$ cat config.mk
export PLATFORM = sky130hd
export DESIGN_NAME = alu_sequencer
export DESIGN_NICKNAME = d
export VERILOG_FILES = /design/src/rtl/alu_pkg.sv /design/src/rtl/alu_seq_latency.sv /design/src/rtl/alu_sequencer.sv
export SDC_FILE = /design/constraint.sdc
export NUM_CORES = 1
export LEC_CHECK = 0
export CELL_PAD_IN_SITES_DETAIL_PLACEMENT = 1
export CELL_PAD_IN_SITES_GLOBAL_PLACEMENT = 2
export CORE_MARGIN = 8
export CORE_UTILIZATION = 26
export CTS_CLUSTER_DIAMETER = 200
export DETAILED_ROUTE_END_ITERATION = 6
export PLACE_DENSITY = 0.95
export SKIP_CTS_REPAIR_TIMING = 1
export SYNTH_ARGS = -nofsm -noshare
export SYNTH_HDL_FRONTEND = slang
export SYNTH_SLANG_ARGS = --single-unit
$ cat constraint.sdc
create_clock -name clock -period 6.3 [get_ports clock]
set_input_delay 0.63 -clock clock [delete_from_list [all_inputs] [get_ports clock]]
set_output_delay 0.63 -clock clock [all_outputs]
set_load 0.05 [all_outputs]
$ cat src/rtl/alu_pkg.sv
// Shared ALU constants: opcodes, sequencer state encoding and an
// opcode-legality helper imported by the ALU, control unit and sequencer.
package alu_pkg;

  localparam logic [4:0] OP_ADD = 5'b00011;
  localparam logic [4:0] OP_SUB = 5'b00100;
  localparam logic [4:0] OP_SHR = 5'b00101;
  localparam logic [4:0] OP_SHL = 5'b00110;
  localparam logic [4:0] OP_ROR = 5'b00111;
  localparam logic [4:0] OP_ROL = 5'b01000;
  localparam logic [4:0] OP_AND = 5'b01001;
  localparam logic [4:0] OP_OR  = 5'b01010;
  localparam logic [4:0] OP_MUL = 5'b01110;
  localparam logic [4:0] OP_DIV = 5'b01111;
  localparam logic [4:0] OP_NEG = 5'b10000;
  localparam logic [4:0] OP_NOT = 5'b10001;

  typedef enum logic [1:0] {
    ST_IDLE = 2'd0,
    ST_EXEC = 2'd1,
    ST_DONE = 2'd2
  } state_e;

  function automatic logic op_legal(input logic [4:0] op);
    logic ok;
    case (op)
      OP_ADD, OP_SUB, OP_SHR, OP_SHL,
      OP_ROR, OP_ROL, OP_AND, OP_OR,
      OP_MUL, OP_DIV, OP_NEG, OP_NOT: ok = 1'b1;
      default:                        ok = 1'b0;
    endcase
    return ok;
  endfunction

endpackage

$ cat src/rtl/alu_seq_latency.sv
// Opcode -> execute latency decode. Ports: op in; lat_m1 = L-1 for the
// latency counter; illegal flags opcodes the ALU does not implement.
module alu_seq_latency
  import alu_pkg::*;
#(
  parameter int MUL_CYCLES = 4,
  parameter int DIV_CYCLES = 8,
  parameter int CW         = 4
) (
  input  logic [4:0]    op,
  output logic [CW-1:0] lat_m1,
  output logic          illegal
);

  always_comb begin
    lat_m1  = '0;
    illegal = !op_legal(op);
    if (op == OP_MUL) begin
      lat_m1 = CW'(MUL_CYCLES - 1);
    end else if (op == OP_DIV) begin
      lat_m1 = CW'(DIV_CYCLES - 1);
    end
  end

endmodule

$ cat src/rtl/alu_sequencer.sv
// Multi-cycle ALU controller: latches op/operands on start, holds the ALU for
// an opcode-dependent latency, then captures the 64-bit result into hi/lo.
// Ports: clock, clear (async active-high); start/op/ra/rb request;
// alu_opcode/alu_ra/alu_rb to ALU; alu_zhi/alu_zlo from ALU;
// hi/lo result, busy, done pulse, err.
// Optional macro ALU_SEQ_DIV0_TRAP_EN: trap divide-by-zero in one cycle
// with hi=0, lo=all-ones, err=1.
module alu_sequencer
  import alu_pkg::*;
#(
  parameter int MUL_CYCLES = 4,
  parameter int DIV_CYCLES = 8
) (
  input  logic        clock,
  input  logic        clear,
  input  logic        start,
  input  logic [4:0]  op,
  input  logic [31:0] ra,
  input  logic [31:0] rb,
  output logic [4:0]  alu_opcode,
  output logic [31:0] alu_ra,
  output logic [31:0] alu_rb,
  input  logic [31:0] alu_zhi,
  input  logic [31:0] alu_zlo,
  output logic [31:0] hi,
  output logic [31:0] lo,
  output logic        busy,
  output logic        done,
  output logic        err
);

  localparam int MAXC = (MUL_CYCLES > DIV_CYCLES) ? MUL_CYCLES : DIV_CYCLES;
  localparam int CW   = $clog2(MAXC + 1);

  state_e        state_q, state_d;
  logic [CW-1:0] cnt_q, cnt_d;
  logic [4:0]    op_q, op_d;
  logic [31:0]   ra_q, ra_d;
  logic [31:0]   rb_q, rb_d;
  logic [31:0]   hi_q, hi_d;
  logic [31:0]   lo_q, lo_d;
  logic          busy_q, busy_d;
  logic          done_q, done_d;
  logic          err_q, err_d;
  logic          ill_q, ill_d;
`ifdef ALU_SEQ_DIV0_TRAP_EN
  logic          trap_q, trap_d;
`endif

  logic [CW-1:0] lat_m1;
  logic          illegal;

  alu_seq_latency #(
    .MUL_CYCLES (MUL_CYCLES),
    .DIV_CYCLES (DIV_CYCLES),
    .CW         (CW)
  ) u_lat (
    .op      (op),
    .lat_m1  (lat_m1),
    .illegal (illegal)
  );

  always_comb begin
    state_d = state_q;
    cnt_d   = cnt_q;
    op_d    = op_q;
    ra_d    = ra_q;
    rb_d    = rb_q;
    hi_d    = hi_q;
    lo_d    = lo_q;
    busy_d  = busy_q;
    done_d  = 1'b0;
    err_d   = err_q;
    ill_d   = ill_q;
`ifdef ALU_SEQ_DIV0_TRAP_EN
    trap_d  = trap_q;
`endif
    unique case (state_q)
      ST_IDLE: begin
        if (start) begin
          op_d    = op;
          ra_d    = ra;
          rb_d    = rb;
          cnt_d   = lat_m1;
          ill_d   = illegal;
          busy_d  = 1'b1;
          state_d = ST_EXEC;
`ifdef ALU_SEQ_DIV0_TRAP_EN
          trap_d  = (op == OP_DIV) && (rb == 32'd0);
          if (trap_d) cnt_d = '0;
`endif
        end
      end
      ST_EXEC: begin
        if (cnt_q == '0) begin
          state_d = ST_DONE;
          done_d  = 1'b1;
          // Unknown opcodes leave stale ALU outputs, so force zero.
          if (ill_q) begin
            hi_d  = '0;
            lo_d  = '0;
            err_d = 1'b1;
`ifdef ALU_SEQ_DIV0_TRAP_EN
          end else if (trap_q) begin
            hi_d  = '0;
            lo_d  = '1;
            err_d = 1'b1;
`endif
          end else begin
            hi_d  = alu_zhi;
            lo_d  = alu_zlo;
            err_d = 1'b0;
          end
        end else begin
          cnt_d = cnt_q - 1'b1;
        end
      end
      ST_DONE: begin
        busy_d  = 1'b0;
        state_d = ST_IDLE;
      end
      default: begin
        busy_d  = 1'b0;
        state_d = ST_IDLE;
      end
    endcase
  end

  always_ff @(posedge clock or posedge clear) begin
    if (clear) begin
      state_q <= ST_IDLE;
      cnt_q   <= '0;
      op_q    <= '0;
      ra_q    <= '0;
      rb_q    <= '0;
      hi_q    <= '0;
      lo_q    <= '0;
      busy_q  <= 1'b0;
      done_q  <= 1'b0;
      err_q   <= 1'b0;
      ill_q   <= 1'b0;
`ifdef ALU_SEQ_DIV0_TRAP_EN
      trap_q  <= 1'b0;
`endif
    end else begin
      state_q <= state_d;
      cnt_q   <= cnt_d;
      op_q    <= op_d;
      ra_q    <= ra_d;
      rb_q    <= rb_d;
      hi_q    <= hi_d;
      lo_q    <= lo_d;
      busy_q  <= busy_d;
      done_q  <= done_d;
      err_q   <= err_d;
      ill_q   <= ill_d;
`ifdef ALU_SEQ_DIV0_TRAP_EN
      trap_q  <= trap_d;
`endif
    end
  end

  assign alu_opcode = op_q;
  assign alu_ra     = ra_q;
  assign alu_rb     = rb_q;
  assign hi         = hi_q;
  assign lo         = lo_q;
  assign busy       = busy_q;
  assign done       = done_q;
  assign err        = err_q;

endmodule

==> reports/summary.md <==
STA
• tightest slew margin relative to the limit: 0.3990
• Slew @ Worst Pin: 901.5 ps
• final worst path period need: 2383 ps
• maximum frequency from static timing analysis: 419.7 MHz
• final number of setup-violating endpoints: 0
• Final period util: 0.3782
• unrepaired setup endpoints after global routing: false
• hold violation count in the final report: 0
• Setup Total Neg Slack: 0 ps
• number of max-slew violations in the final report: 0
• worst clock skew: 12.18 ps

Worst setup path
• Worst Path Max Fanout: 65
• CP Capture Type: register
• WP data required: 6590 ps
• worst setup path class: reg -> reg
• worst setup slack for register-to-register paths: 3920 ps
• Critical Path AT: 2680 ps
• category of the worst setup path launch point: register

Final layout
• Antenna Cells: 0
• filler cell count in the final layout: 2512
• commonest cells after routing, fill and taps aside: clkdlybuf4s50_1, nand2_1, dfrtp_1, mux2_2, nor2b_1
• commonest non-fill, non-tap cell in the layout: clkdlybuf4s50_1
• Final Util: 0.4199
• area of all placed cells without fillers: 9449 um2
• Area Growth Syn to Fin: 59.29%
• share of layout cells above drive strength 1: 0.1302
• number of nets in the finished design: 948

Yosys
• post-synthesis average cell area: 10.86 um2
• gate count after technology mapping: 546
• Seq cells post-synth: 143
• top-area cell type share of the netlist area: 0.6032
• Netlist Area Pre-Place: 5932 um2
• number of unique standard cell types used by synthesis: 30
• net count after synthesis: 683
• sequential element share of the synthesized area: 0.6032
• Synth warnings: 0
• top cells by area, synth: dfrtp_1, nand2_1, mux2_2
• largest area contributor in the synthesized netlist: dfrtp_1

Global route
• antenna violations before repair: 0
• vias in the first global route: 5418
• GR Util All Layers: 0.1423
• wire length of the first global-routing pass: 31440 um
• total congestion overflow after global routing: 0
• largest net degree at the start of global routing: 87

Die
• standard cell core area: 22500 um2
• Die Ht: 167.0 um
• number of placement rows: 55
• Die Wd: 167.0 um
• effective utilization at floorplan: 0.2636
• die footprint: 27900 um2
• number of primary I/O pins: 272

Clock network
• clock-pin slew of the registers on the worst-case setup and hold paths: 60 ps
• clock buffers created by TritonCTS: 17
• Root Driver: clkbuf_16
• maximum level of the CTS H-tree: 4
• count of clock tree sinks: 143
• CTS tree: done
• insertion delay of the later-clocked pin in the worst-skew pair: 420 ps
• number of buffers on the longest clock path: 2

Drt
• Routed met2 length: 8685 um
• Post-route DRC: 0
• Avg WL per Cell: 17.51 um
• vias per inst: 4.343
• total wirelength of the detailed-routed design: 19380 um
• detailed router's first-iteration violation count: 159
• remaining antenna violation count after routing: 0
• routed length on met1: 8255 um
• sum of met3 wire segment lengths after detailed routing: 2314 um
• number of optimization iterations in the first detailed-route pass: 4
• highest signal layer in the routed design: met4
• Vias: 4808

Power and ir drop
• clock power share: 0.168
• total power divided by cell area: 619.9 nW/um2
• Psw: 0.002792 W
• internal power: 0.003066 W
• share of total power in sequential cells: 0.268
• worst vdd ir: 295.3 uV
• net switching fraction of the power: 0.4766
• power share of the combinational group: 0.564
• static power due to leakage: 4.277 nW

Run status
• run status: finished, final reports clean

Placement
• I/O Buffers: 271
• Routability Congestion: 0.7217
• sum of net half-perimeters after detailed placement: 13940 um
• Placed Area: 8882 um2

Flow run
• max-capacitance violation count: 0

Worst hold path
• Worst Hold Class: reg -> reg

critical path: stages (launching register included):
cell and delay, ps:
dfrtp_1 380, inv_1 100, ha_1 200, and4bb_2 260, nand2b_1 120, inv_2 60
buf_4 630, mux2_2 420
registers in the layout, indices dropped and copies added, names as in the netlist:
name / cells
alu_opcode: 5
alu_ra: 32
alu_rb: 32
busy: 1
cnt_q: 4
done: 1
err: 1
hi: 32
ill_q: 1
lo: 32
state_q: 2
per-stage QoR:
| stage | hold slack (ps) | std cells | power [W] | setup WS, ps |
|---|---|---|---|---|
| final | 472.2 | 1107 | 0.005858 | 3917 |
| after global routing | 498.5 | 1107 | 0.006197 | 3762 |
| after CTS | 479.2 | 1107 | 0.005957 | 3913 |
| after detailed placement | 463.9 | 1077 | 0.004928 | 3694 |
| after global placement | 456.7 | 1077 | 0.004870 | 3705 |
| after floorplan | 504.0 | 546 | 0.003779 | 1832 |
layer usage:
| metal | GRT usage | up-vias |
|---|---|---|
| met1 | 0.1710 | 2338 |
| met2 | 0.2211 | 203 |
| li1 | - | 2259 |
| met4 | 0.02938 | 0 |
| met3 | 0.07825 | 8 |
| met5 | 0 | - |
synthesized netlist by cell type (all sizes together):
cell type,n
o21ai,3
nor2,1
nor4b,1
nor2b,64
o31ai,1
nand2,206
buf,13
and4b,2
clkbuf,17
mux2i,3
a31oi,1
a2111oi,1
nand2b,1
nor3b,3
mux2,65
or4,1
dfrtp,143
or2b,1
or3b,1
ha,1
nor3,2
o41ai,2
or4b,1
a21oi,2
xnor2,1
inv,7
and4bb,2
kinds of logic (layout without fill, tap and decap cells):
family / count (synthesis) / in the layout / synth area share
buf+inv: 37 / 313 / 0.03290
flops: 143 / 143 / 0.6032
mux: 68 / 68 / 0.1285
compound gates: 10 / 10 / 0.01097
simple gates: 286 / 286 / 0.2208
xor+xnor: 1 / 1 / 0.001477
fa+ha+maj: 1 / 1 / 0.002109
power by group through the flow:
stage / combinational, W / sequential [W] / clock [W]
5_1_grt: 0.00351 / 0.00163 / 0.00106
2_1_floorplan: 0.000868 / 0.00291 / 0
4_1_cts: 0.00335 / 0.00158 / 0.00103
6_report: 0.00330 / 0.00157 / 0.000987
3_3_place_gp: 0.00331 / 0.00156 / 0
3_5_place_dp: 0.00335 / 0.00158 / 0
cell type report:
type,instances,area [um2],area share
repair buffers,276,2750,0.2910
inverters,7,31.28,0.003310
clock buffers,18,429.2,0.04542
flip-flops and latches,143,3580,0.3788
clock inverters,12,137.6,0.01457
well taps,285,356.6,0.03774
multi-input cells,366,2165,0.2291
path summary, 6_finish.rpt:
path,from,endpoint,cells after the start
setup / recovery,cnt_q[0],lo[21],7
hold / removal,alu_ra[25],alu_ra[25],2
setup reg to reg,cnt_q[0],lo[21],7
hold reg to reg,alu_ra[25],alu_ra[25],2
max in group asynchronous,clear,hi[2],3
min in group asynchronous,clear,lo[22],2
Note: power is estimated with default switching activity, not from simulation.
